[config.mk]
export PLATFORM = sky130hd
export DESIGN_NAME = cam_capture
export DESIGN_NICKNAME = d
export VERILOG_FILES = /design/src/rtl/cam_pkg.sv /design/src/rtl/cam_edge_det.sv /design/src/rtl/cam_capture.sv
export SDC_FILE = /design/constraint.sdc
export NUM_CORES = 1
export LEC_CHECK = 0
export CAP_MARGIN = 20
export CELL_PAD_IN_SITES_DETAIL_PLACEMENT = 1
export CELL_PAD_IN_SITES_GLOBAL_PLACEMENT = 1
export CORE_MARGIN = 3
export CORE_UTILIZATION = 40
export DETAILED_ROUTE_END_ITERATION = 8
export PLACE_DENSITY_LB_ADDON = 0.1
export SLEW_MARGIN = 20
export SYNTH_ARGS = -nofsm -noshare
export SYNTH_HDL_FRONTEND = slang
export SYNTH_HIERARCHICAL = 1
export SYNTH_SLANG_ARGS = --single-unit
[constraint.sdc]
create_clock -name cam_pclk -period 1.94 [get_ports cam_pclk]
set_input_delay 0.291 -clock cam_pclk [delete_from_list [all_inputs] [get_ports cam_pclk]]
set_output_delay 0.291 -clock cam_pclk [all_outputs]
set_load 0.02 [all_outputs]
[src/rtl/cam_pkg.sv]
// cam_pkg: shared defaults, pixel type and FSM states for the camera capture stage
package cam_pkg;
   localparam int H_ACTIVE_DEF = 320;
   localparam int V_ACTIVE_DEF = 240;
   localparam int ADDR_W_DEF   = 17;
   typedef struct packed {
      logic [4:0] r;
      logic [5:0] g;
      logic [4:0] b;
   } rgb565_t;
   typedef enum logic [1:0] {IDLE, ARMED, ACTIVE} cam_state_e;
endpackage

[src/rtl/cam_edge_det.sv]
// cam_edge_det: registered rise/fall detector for an already-synchronous level
//   clk, rst_n : clock, async active-low reset
//   sig_i      : level to watch
//   rise_o     : high for the cycle where sig_i is 1 and was 0 the cycle before
//   fall_o     : high for the cycle where sig_i is 0 and was 1 the cycle before
module cam_edge_det (
   input  logic clk,
   input  logic rst_n,
   input  logic sig_i,
   output logic rise_o,
   output logic fall_o
);
   logic prev_q;
   always_ff @(posedge clk or negedge rst_n)
      if (!rst_n) prev_q <= 1'b0;
      else        prev_q <= sig_i;
   assign rise_o = sig_i & ~prev_q;
   assign fall_o = ~sig_i & prev_q;
endmodule

[src/rtl/cam_capture.sv]
// cam_capture: converts the 8-bit camera bus (two bytes per pixel) into RGB565 frame-buffer writes
//   cam_pclk, rst_n         : sole clock, async active-low reset
//   capture_en              : allow capture of the next frame, sampled at vsync fall
//   cam_vsync/href/data     : raw camera bus, registered once on entry
//   wr_en/wr_addr/wr_data   : frame-buffer write port, address = line_base + x
//   busy                    : high while a frame is being captured
//   frame_done, frame_ok    : end-of-frame pulse and its integrity verdict
//   test_en                 : only with CAM_CAPTURE_TESTPAT_EN defined; replaces pixel data
//                             with the low 16 address bits
module cam_capture
   import cam_pkg::*;
#(
   parameter int H_ACTIVE = H_ACTIVE_DEF,
   parameter int V_ACTIVE = V_ACTIVE_DEF,
   parameter int ADDR_W   = ADDR_W_DEF
) (
   input  logic              cam_pclk,
   input  logic              rst_n,
   input  logic              capture_en,
   input  logic              cam_vsync,
   input  logic              cam_href,
   input  logic [7:0]        cam_data,
`ifdef CAM_CAPTURE_TESTPAT_EN
   input  logic              test_en,
`endif
   output logic              wr_en,
   output logic [ADDR_W-1:0] wr_addr,
   output logic [15:0]       wr_data,
   output logic              busy,
   output logic              frame_done,
   output logic              frame_ok
);
   localparam logic [ADDR_W-1:0] H = ADDR_W'(H_ACTIVE);
   localparam logic [ADDR_W-1:0] V = ADDR_W'(V_ACTIVE);

   cam_state_e        state_q, state_d;
   logic              vs_q, hr_q;
   logic [7:0]        d_q;
   logic              vs_rise, vs_fall, hr_fall, hr_rise_unused;
   logic [ADDR_W-1:0] x_q, x_d, y_q, y_d, base_q, base_d;
   logic              ph_q, ph_d, err_q, err_d;
   logic [7:0]        hi_q, hi_d;
   logic              wr_en_q, wr_en_d, done_q, done_d, ok_q, ok_d;
   logic [ADDR_W-1:0] wr_addr_q, wr_addr_d, addr;
   rgb565_t           wr_data_q, wr_data_d, pix;

   cam_edge_det u_vs (.clk(cam_pclk), .rst_n(rst_n), .sig_i(vs_q), .rise_o(vs_rise), .fall_o(vs_fall));
   cam_edge_det u_hr (.clk(cam_pclk), .rst_n(rst_n), .sig_i(hr_q), .rise_o(hr_rise_unused), .fall_o(hr_fall));

   assign addr = base_q + x_q;
`ifdef CAM_CAPTURE_TESTPAT_EN
   assign pix = test_en ? rgb565_t'(16'(addr)) : rgb565_t'({hi_q, d_q});
`else
   assign pix = rgb565_t'({hi_q, d_q});
`endif

   always_comb begin
      state_d   = state_q;
      x_d       = x_q;
      y_d       = y_q;
      base_d    = base_q;
      ph_d      = ph_q;
      hi_d      = hi_q;
      err_d     = err_q;
      wr_en_d   = 1'b0;
      wr_addr_d = wr_addr_q;
      wr_data_d = wr_data_q;
      done_d    = 1'b0;
      ok_d      = ok_q;
      case (state_q)
         IDLE:  if (vs_q) state_d = ARMED;
         ARMED: if (vs_fall && capture_en) begin
            state_d = ACTIVE;
            x_d     = '0;
            y_d     = '0;
            base_d  = '0;
            ph_d    = 1'b0;
            err_d   = 1'b0;
         end
         ACTIVE: begin
            if (hr_q && !ph_q) begin
               hi_d = d_q;
               ph_d = 1'b1;
            end else if (hr_q) begin
               ph_d = 1'b0;
               if (x_q < H && y_q < V) begin
                  wr_en_d   = 1'b1;
                  wr_addr_d = addr;
                  wr_data_d = pix;
               end else begin
                  err_d = 1'b1;
               end
               x_d = (x_q == H) ? x_q : x_q + 1'b1;
            end
            if (hr_fall) begin
               if (ph_q || x_q != H) err_d = 1'b1;
               if (y_q < V) begin
                  y_d    = y_q + 1'b1;
                  base_d = base_q + H;
               end
               x_d  = '0;
               ph_d = 1'b0;
            end
            // line-end updates above feed the verdict when both edges coincide
            if (vs_rise) begin
               state_d = ARMED;
               done_d  = 1'b1;
               ok_d    = !err_d && y_d == V && !hr_q;
            end
         end
         default: state_d = IDLE;
      endcase
   end

   always_ff @(posedge cam_pclk or negedge rst_n)
      if (!rst_n) begin
         state_q   <= IDLE;
         vs_q      <= 1'b0;
         hr_q      <= 1'b0;
         d_q       <= '0;
         x_q       <= '0;
         y_q       <= '0;
         base_q    <= '0;
         ph_q      <= 1'b0;
         hi_q      <= '0;
         err_q     <= 1'b0;
         wr_en_q   <= 1'b0;
         wr_addr_q <= '0;
         wr_data_q <= '0;
         done_q    <= 1'b0;
         ok_q      <= 1'b0;
      end else begin
         state_q   <= state_d;
         vs_q      <= cam_vsync;
         hr_q      <= cam_href;
         d_q       <= cam_data;
         x_q       <= x_d;
         y_q       <= y_d;
         base_q    <= base_d;
         ph_q      <= ph_d;
         hi_q      <= hi_d;
         err_q     <= err_d;
         wr_en_q   <= wr_en_d;
         wr_addr_q <= wr_addr_d;
         wr_data_q <= wr_data_d;
         done_q    <= done_d;
         ok_q      <= ok_d;
      end

   assign wr_en      = wr_en_q;
   assign wr_addr    = wr_addr_q;
   assign wr_data    = wr_data_q;
   assign busy       = state_q == ACTIVE;
   assign frame_done = done_q;
   assign frame_ok   = ok_q;
endmodule
* Word level (Yosys, flattened, before mapping)
Index checks and enable logic that the tools add are counted.
Storage, ports and cells: register bits after elaboration 111, bits in latches 0, bits in writable memories 0, bits in read-only memories 0, output and inout bits 37, logic and storage cells 100, memories 0
Operators by class: $add $sub $neg 4, multiply operators 0, div/mod/pow operators 0, magnitude comparators 2, equality and inequality tests 14, shift-type cells 0, muxes and demuxes 35, bitwise operators 7, reduce and logical (&&, ||, !) cells 19
Operators by type and width (number):
- 2-to-1 mux 17 bit | 10
- case mux 17 bit (2 select lines) | 3
- adder 17 x 1 -> 17 bit, second input constant | 2
- adder 17 bit | 1
- adder 17 x 9 -> 17 bit, second input constant | 1
- equality test 17 x 8 -> 1 bit, second input constant | 1
- equality test 17 x 9 -> 1 bit, second input constant | 1
- less-than comparator 17 x 8 -> 1 bit, second input constant | 1
- less-than comparator 17 x 9 -> 1 bit, second input constant | 1
- inequality test 17 x 9 -> 1 bit, second input constant | 1
- 2-to-1 mux 1 bit | 16
- AND reduction 4 bit | 2
- 2-to-1 mux 2 bit | 3
- inequality test 2 x 1 -> 1 bit, second input constant | 3
- inequality test 3 bit, second input constant | 2
- case mux 2 bit (3 select lines) | 1
- AND reduction 2 bit | 3
- AND reduction 3 bit | 2
- logical AND 1 bit | 5
- AND reduction 5 bit | 1
- inequality test 2 bit, second input constant | 2
- inequality test 4 x 1 -> 1 bit, second input constant | 1
- NOT 1 bit | 4
- case mux 1 bit (2 select lines) | 2
- 8 further kinds | 12

* Logic depth before layout (Yosys ltp)
depth in word-level cells 11, mapped depth 9

* Cells and area by module
Netlist, hierarchy kept.
Modules (own cells, without submodules):
- cam_capture | times used 1, cells each 496, area each 4868.4 um^2, sequential area each 2577.5 um^2
- cam_edge_det | times used 2, cells each 3, area each 40.0 um^2, sequential area each 25.0 um^2

* Worst setup path after synthesis
Ideal clock, no wire load.
path type reg2reg, from register x_q[8], to register wr_addr_q[14] (netlist: wr_addr[14]), arrival time 2.021 ns, required time 1.823 ns, slack -0.198 ns, stages on the path, launching flop included 8, cells stage by stage dfrtp_1 ha_1 and3_1 a2111oi_2 o21ai_0 a211o_1 nand3_1 nand2_1
On the way: word-level cells in the longest chain between the ends 3, elaborated cells on any way between the ends 4, classes of those cells 1 x add/sub; 1 x order compare; 2 x reduce/logical
RTL lines:
- start, declared | RTL line cam_capture.sv:40 | logic [ADDR_W-1:0] x_q, x_d, y_q, y_d, base_q, base_d;
- start signal, assigned | RTL line cam_capture.sv:121 | x_q <= '0;
- start signal, assigned | RTL line cam_capture.sv:137 | x_q <= x_d;
- less-than comparator 17 x 9 -> 1 bit | RTL line cam_capture.sv:86 | if (x_q < H && y_q < V) begin
- logical AND 1 bit | RTL line cam_capture.sv:86
- AND reduction 4 bit (no line)
- end signal, assigned | RTL line cam_capture.sv:144 | wr_addr_q <= wr_addr_d;
- end, declared | RTL line cam_capture.sv:44 | logic [ADDR_W-1:0] wr_addr_q, wr_addr_d, addr;
Parallel ways exist; a longest one is shown, timed or not. A chain may end at the register's enable or synchronous reset.

* Final worst setup path
from register x_q[10], to register wr_addr_q[12] (netlist: wr_addr[12])
The elaborated chain is that of the path after synthesis.

==> results.json <==
{
  "outcome": "finished, violations left",
  "violations": "negative setup slack",
  "cpLargestDelayFamily": "compound AO/OA/AOI/OAI gates",
  "syn_nets": 531,
  "cp.required_ps": 2190,
  "synth_cells": 501,
  "whs_endpoint": "d_q[7]",
  "max_freq_mhz": 470,
  "hpwl_um": 9550,
  "hold_ws_ps": 371,
  "final_util_pct": 63.2,
  "skew_ps": 12.4,
  "port_buffers": 49,
  "drt-vias-per-instance": 5.46,
  "die_x_um": 117,
  "crit_fanout": 4,
  "grt_usage_pct": 22.8,
  "final.setup.tns_ps": -2740,
  "grt_pass1_wl_um": 24100,
  "antenna_found_initial": 0,
  "initial_core_util_pct": 42.0,
  "gp_congestion": 0.850,
  "die-area_um2": 13700,
  "timing.max_cap.violations": 0,
  "cts_tree": "done",
  "leakage_nw": 3.37,
  "worst-r2r-setup-slack_ps": -190,
  "drv_slew": 0,
  "grt_overflow": 0,
  "avgSynthCellArea_um2": 9.86,
  "final_net_count": 677,
  "drc_errors": 0,
  "final_cell_count_no_fill": 814,
  "antenna_left": 0,
  "period_share_pct": 110,
  "worst_slack_ps": -187,
  "startpoint_type": "flip-flop",
  "critPathCaptureType": "flip-flop",
  "cts_buffer_depth": 2,
  "power_density_nw_per_um2": 918,
  "critPathBufInv": 3,
  "path_class": "reg -> reg",
  "crit_arrival_ps": 2380,
  "drive_above_1_share_pct": 32.5,
  "yosysWarnings": 6,
  "dr.first_iter.drc_count": 259,
  "root_buffer": "clkbuf_16",
  "nFillCells": 1221,
  "tightestPinTransition_ps": 858,
  "min_path_type": "in -> reg",
  "clock_latency_ps": 360,
  "core_um2": 11800,
  "ir_worst_vdd_mv": 0.602,
  "die_height_um": 117,
  "rows": 39,
  "min_from": "cam_data[7]",
  "syn_area_um2": 4940,
  "path_cells": "buf_6, ha_4, and3_4, a2111oi_4, buf_4, inv_2, a21oi_2, xor2_1, o21ai_1",
  "routedWlPerCell_um": 20.4,
  "final_hold_viol_count": 0,
  "reg2regPathDepth": 9,
  "ios": 50,
  "grt_setup_unrepaired": "true",
  "ctsHtreeMaxLevel": 3,
  "grt_pass1_vias": 4662,
  "worstReg2RegEnd": "wr_addr[12]",
  "placed_cells": 781,
  "critPathMaxStageDelay_ps": 440,
  "cts_sinks": 105,
  "drt_first_pass_iters": 4,
  "routed_wl_um": 16600,
  "cts.clk_slew.worst_paths_ps": 80,
  "period_needed_ps": 2130,
  "cp_slowest_cell": "dfrtp_1",
  "slew_headroom_pct": 42.8,
  "power_mw": 6.82,
  "via_count": 4444,
  "timing.rr.start": "x_q[10]",
  "grt_max_degree": 39,
  "setup_viol": 29,
  "cts_inserted_buffers": 9,
  "antenna_cells": 0,
  "area_growth_pct": 50.3,
  "hold_depth": 1
}
layout by cell type, fill, tap and decap left out, drive strengths merged, types with 3 or more instances in the layout:
master         count
a21o               4
a21oi             14
a22o               3
a31oi              3
a41oi              3
and2               6
and3               7
and4               3
buf               97
clkbuf            14
clkdlybuf4s50     47
clkinv             3
dfrtp            105
ha                17
inv               17
mux2               8
nand2            105
nand3             12
nand4              8
nor2              31
nor2b             12
nor3              12
nor4              16
o21ai             32
o22ai              3
o31ai              4
or3                5
xnor2             23
xor2               5
area by class of cell:
cell class / instances / area [µm²] / area share, %
Multi-Input combinational cell: 363 / 2770 / 37.3
Sequential cell: 105 / 2630 / 35.4
Timing Repair Buffer: 150 / 1450 / 19.5
Clock buffer: 10 / 239 / 3.22
Tap cell: 164 / 205 / 2.76
Inverter: 18 / 80.1 / 1.08
Clock inverter: 4 / 55.1 / 0.741
worst reg2reg max path: cells and delay by family, from the launching register on:
family / cells / cell delay, ps
AO/OA/AOI/OAI: 3 / 570
XOR/XNOR: 1 / 190
adder cells (fa/ha/maj): 1 / 230
buffers and inverters: 3 / 400
flip-flops: 1 / 440
AND/OR/NAND/NOR: 1 / 190
per-layer routing:
| metal | part of all wire (%) | global-route usage (%) | vias to the layer above |
|---|---|---|---|
| met1 | 42 | 29.5 | 2286 |
| li1 | - | - | 2027 |
| met5 | 0 | 0 | - |
| met4 | 3.6 | 10.2 | 0 |
| met3 | 2.7 | 3.03 | 42 |
| met2 | 52 | 38.0 | 89 |
sequential cells by signal (all words and copies together), names as in the netlist:
register / count
d_q: 8
u_hr/prev_q: 1
y_q: 17
u_vs/prev_q: 1
frame_done: 1
base_q: 11
vs_q: 1
wr_en: 1
ph_q: 1
hi_q: 8
wr_data: 16
err_q: 1
x_q: 17
frame_ok: 1
wr_addr: 17
state_q: 2
hr_q: 1
worst max path at each step:
stage,startpoint,slack [ps],cells after the start,to
5_1_grt,x_q[10],-270,9,wr_addr[12]
3_3_place_gp,x_q[12],-170,7,frame_ok
3_5_place_dp,x_q[5],-230,9,x_q[14]
2_1_floorplan,hr_q,-90,7,frame_ok
6_report,x_q[10],-190,9,wr_addr[12]
4_1_cts,y_q[12],-170,6,frame_ok
through the flow:
stage / area [µm²] / worst slack, ps
after floorplan: 4970 / -90.8
after global placement: 6260 / -174
after detailed placement: 6260 / -234
after CTS: 6970 / -170
after global routing: 7430 / -270
final: 7430 / -187
power by group:
group | total, mW | internal (mW) | switching [mW] | leakage [nW]
Combinational | 2.31 | 0.986 | 1.32 | 1.81
Sequential | 2.64 | 2.42 | 0.216 | 1.42
Clock | 1.87 | 1.03 | 0.842 | 0.141
timing repair:
item,in CTS,in global routing
pin swaps,26,44
hold endpoints to repair,31,0
hold buffers,1,0
buffers inserted,8,9
gates resized for setup,63,93
endpoints found under the setup margin,61,67
cloned,1,4
(Power assumes the default switching activity.)
==> patch 1, RTL diff (same flow settings) <==
Remove the register `wr_en_q`: a continuous assignment takes its place, so the output `wr_en` follows one clock earlier.
--- a/src/rtl/cam_capture.sv
+++ b/src/rtl/cam_capture.sv
@@ -124,7 +124,6 @@
          ph_q      <= 1'b0;
          hi_q      <= '0;
          err_q     <= 1'b0;
-         wr_en_q   <= 1'b0;
          wr_addr_q <= '0;
          wr_data_q <= '0;
          done_q    <= 1'b0;
@@ -140,12 +139,13 @@
          ph_q      <= ph_d;
          hi_q      <= hi_d;
          err_q     <= err_d;
-         wr_en_q   <= wr_en_d;
          wr_addr_q <= wr_addr_d;
          wr_data_q <= wr_data_d;
          done_q    <= done_d;
          ok_q      <= ok_d;
       end
+
+   assign wr_en_q = wr_en_d;
 
    assign wr_en      = wr_en_q;
    assign wr_addr    = wr_addr_q;
Function: changed (Yosys sat finds a counterexample within 10 cycles, from zero or initial values and one cycle with rst_n low).
==> patch 1 against the original RTL <==
  * Design area fell by 2.4%
  * Non-clock buffer count is 14 higher
  * Area after synthesis is 0.51% lower
  * First-iteration DRC count is 12% lower
  * Maximum frequency is 2.9% lower
  * Setup slack got worse by 0.064 ns
  * Highest routed layer unchanged
  * Power shrank 2.5%
  * Critical path depth fell by 2
  * The flow still finishes with violations (negative setup slack)
  * Routed wire length decreased by 3.8%
  * Die area decreased by 0.48%
  * Sequential cell count down 1
  * Critical endpoint is now wr_en
  * Global-route usage increased by 1.1 points
==> patch 1: results (changes against the original RTL) <==
[layout]
seqCellArea_um2=2600  ; -0.95%
n_clock_buffer=9  ; -1
final-nonclk-buf-share=0.204  ; +0.00835
clkCellAreaFrac=0.0383  ; -0.00125
nonClockBufferCount=164  ; +9.3%
final_nets=690  ; +1.9%
multi_input_area_um2=2640  ; -4.7%
drive_gt1_frac=0.310  ; -0.0144
fillers=1271  ; +4.1%

[global_route]
met1_usage=0.288  ; -0.00690
met2_usage=0.418  ; +0.0386
grt_util_met3=0.0540  ; +0.0237
grt_pass1_vias=4682  ; +0.43%
grt_pass1_wl_um=24900  ; +3.3%
grt_max_degree=46  ; +18%
grt_usage=0.239  ; +0.0112

[worst_setup_path]
endpoint=wr_en
crit_fanout=3  ; -1
r2r_end=wr_addr[16]
r2r_cells=9  ; unchanged
cp-startpoint=x_q[7]
ff2ff_setup_slack_ns=-0.22  ; -0.03 ns
slowest_delay_ns=0.42  ; -0.02 ns

[power_and_ir_drop]
p_leak_uw=0.00336  ; -0.12%

[status]
violations=negative setup slack
status=complete, but fails checks

[floorplan]
die_w_um=117  ; -0.24%

[placement]
place_area_um2=6290  ; +0.50%
dp.cells=770  ; -1.4%
detailed_place_hpwl_um=9720  ; +1.8%

[sta]
fin_ws_ns=-0.251  ; -0.0635 ns
tns_ns=-2.80  ; -0.0645 ns
worst_slew_pin_slew_ns=0.828  ; -0.0300 ns
fin_skew_ns=0.00973  ; -0.00269 ns
setup_viol=27  ; -6.9%

[yosys]
syn_avg_cell_area_um2=9.83  ; -0.31%
syn-num-nets=530  ; -0.19%

[min_path]
min_to=d_q[4]

[clock_network]
postCtsSetupBuffers=15  ; +7
ctsResizeCount=76  ; +21%
cts_sinks=104  ; -0.95%

[route]
m1WireLength_um=6750  ; -3.2%
wl_met3_um=432  ; -3.4%
wl_um=16000  ; -3.8%
avgViaCountPerCell=5.42  ; -0.70%
drtIter0Drc=228  ; -12%

-- patch 1: changes by cell type in the layout (fill, tap and decap cells not counted), moves of 6 or more --
| cell | before | now |
|---|---|---|
| o21ai_1 | 20 | 11 |
| nand2_2 | 15 | 2 |
| nand2_1 | 90 | 103 |
| o21ai_0 | 10 | 20 |
| buf_4 | 76 | 95 |
| nor4_4 | 13 | 7 |
-- patch 1: report_power, final --
group | total (uW) | leakage, uW | internal, uW | switching, uW
registers | 2600 | 0.00141 | 2400 | 198
clock network | 1790 | 0.000136 | 890 | 898
logic | 2260 | 0.00182 | 1010 | 1240
-- patch 1: critical path: cells and delay by family (launching register included) --
kind | cells | cell delay [ns]
compound gates | 1 | 0.24
buf+inv | 3 | 0.37
flops | 1 | 0.42
simple gates | 3 | 0.51
-- patch 1: metrics by stage --
step	hold WS, ns	util
CTS	0.358	0.598
detailed placement	0.309	0.537
finish	0.368	0.619
floorplan	-0.00459	-
global placement	0.309	0.537
global route	0.351	0.619
==> patch 2, RTL diff (same settings) <==
Without the edit above. Set the package constant `ADDR_W_DEF` to 34 (it was 17).
--- a/src/rtl/cam_pkg.sv
+++ b/src/rtl/cam_pkg.sv
@@ -2,7 +2,7 @@
 package cam_pkg;
    localparam int H_ACTIVE_DEF = 320;
    localparam int V_ACTIVE_DEF = 240;
-   localparam int ADDR_W_DEF   = 17;
+   localparam int ADDR_W_DEF   = 34;
    typedef struct packed {
       logic [4:0] r;
       logic [5:0] g;
Interface: changed (resized wr_addr); port bits go from 50 to 67. No check against the original RTL was run, so the function may have changed too.
==> patch 2 against the original RTL <==
  * The flow still finishes with violations (negative setup slack)
  * Routed wire length rose by 130%
  * Design area grew 88%
  * Count of clock-buffer cells in the layout up 7
  * Area after synthesis increased by 73%
  * Sequential power increased by 60%
  * Die area is 69% higher
  * Non-clock buffer count rose by 181
  * Sequential cell count is 68 higher
  * Setup slack lost 0.79 ns
  * Critical path depth up 2
  * Power is 71% higher
  * Via count is 93% higher
  * Sequential share of layout area down 4.3 points
  * Largest cell class unchanged
==> patch 2: results (changes against the original RTL) <==
[route]
drtIter0Drc=547  ; +110%
vias=8587  ; +93%
wl_um=38800  ; +130%
drt_pass1_iterations=5  ; +1

[power_and_ir_drop]
peakVddDrop_v=0.000569  ; -5.4%
p_leak_uw=0.00677  ; +100%

[layout]
final_nets=1244  ; +84%
diodes=0  ; unchanged
fillers=2083  ; +71%
drive_gt1_frac=0.450  ; +0.125

[yosys]
yosys_warnings=6  ; unchanged
syn-num-nets=916  ; +73%

[clock_network]
cts_buffer_depth=2  ; unchanged
clockRootBuffer=clkbuf_16
numCtsBuffers=17  ; +8
h-tree-depth=4  ; +1
clock_latency_ns=0.45  ; +0.09 ns

[global_route]
grt_max_degree=49  ; +26%
grt_usage=0.264  ; +0.0365
grt_pass1_wl_um=49300  ; +100%
antenna_found_initial=0  ; unchanged
overflow=0  ; unchanged
grt_pass1_vias=9013  ; +93%

[worst_setup_path]
timing.rr.start=base_q[11]
arrival_ns=3.24  ; +0.86 ns
crit_fanout=3  ; -1

[sta]
fin_skew_ns=0.0198  ; +0.00733 ns
setup_viol=122  ; +320%
slew_headroom=0.578  ; +0.150
fin_ws_ns=-0.974  ; -0.787 ns

[min_path]
hp-class=input port to register
holdCritStartpoint=cam_vsync

[placement]
detailed_place_hpwl_um=18700  ; +95%
gp_congestion=0.809  ; -4.8%
place_area_um2=11300  ; +80%
io_buffer_count=66  ; +35%

[status]
status=complete, but fails checks
violations=negative setup slack

==> patch 2: cell count changes in the layout (fill, tap and decap cells not counted), moves of 22 or more <==
cell     delta
buf_6      +32
nand2_4    +34
dfrtp_1    +68
xor2_1     +42
and2_1     +26
nand2_2    +22
nor2_1     +44
buf_4     +125
==> patch 2: timing repair <==
item / 4_1_cts / 5_1_grt
hold buffers: 1 / 0
resized for setup: 200 / 166
gates cloned: 9 / 0
pin swaps: 115 / 135
endpoints found under the setup margin: 120 / 123
buffers inserted: 27 / 43
hold endpoints to repair: 37 / 0
==> patch 2: path summary, 6_finish.rpt <==
| check | depth (start not counted) | endpoint | slack [ns] |
|---|---|---|---|
| worst max-delay path | 11 | wr_addr[30] | -0.97 |
| worst min-delay path | 1 | vs_q | 0.28 |
| worst max register to register | 11 | wr_addr[30] | -0.97 |
| worst min register to register | 1 | y_q[20] | 0.50 |
| max in group asynchronous | 3 | y_q[13] | 0.87 |
| min in group asynchronous | 2 | hi_q[6] | 0.33 |
==> patch 2: where the power goes <==
group | internal, uW | leakage [uW] | switching, uW | total, uW
combinational | 1720 | 0.00414 | 2170 | 3890
clock | 1710 | 0.000272 | 1800 | 3510
sequential | 3910 | 0.00236 | 313 | 4230
total | 7350 | 0.00677 | 4280 | 11600
==> patch 2: layout make-up <==
type	count	area, um2	share of cell area
clock buffer	17	425	0.0305
clock inverter	15	150	0.0108
inverter	20	93.8	0.00673
multi-input combinational	651	5450	0.391
sequential	173	4330	0.310
tap	270	338	0.0242
timing repair buffer	331	3100	0.222
timing repair inverter	3	62.6	0.00448
==> patch 2: per-layer routing <==
layer  global-route usage  routed length, um  share of wire
met1                0.319              14700           0.38
met2                0.475              20700           0.53
met3               0.0440               1700          0.044
met4               0.0963               1670          0.043
met5                    0                  0              0
==> patch 2: critical path: stages, from the launching register on <==
cell and delay (ns):
dfrtp_1 0.43, ha_1 0.26, buf_4 0.17, nor3_1 0.28, nor2_1 0.14, o22a_1 0.23, o211ai_1 0.27, buf_4 0.21
a31oi_4 0.11, a311oi_2 0.37, xor2_1 0.23, o21ai_1 0.12
==> patch 2: per-stage QoR <==
| step | hold slack, ns | util | worst slack [ns] | std cells | setup TNS, ns |
|---|---|---|---|---|---|
| 5_1_grt | 0.269 | 0.676 | -0.996 | 1480 | -70.95 |
| 6_report | 0.284 | 0.676 | -0.974 | 1480 | -58.75 |
| 2_1_floorplan | -0.00459 | - | -0.521 | 869 | -19.94 |
| 3_5_place_dp | 0.249 | 0.547 | -0.800 | 1384 | -54.97 |
| 3_3_place_gp | 0.234 | 0.547 | -0.634 | 1384 | -45.59 |
| 4_1_cts | 0.273 | 0.632 | -0.597 | 1448 | -44.07 |
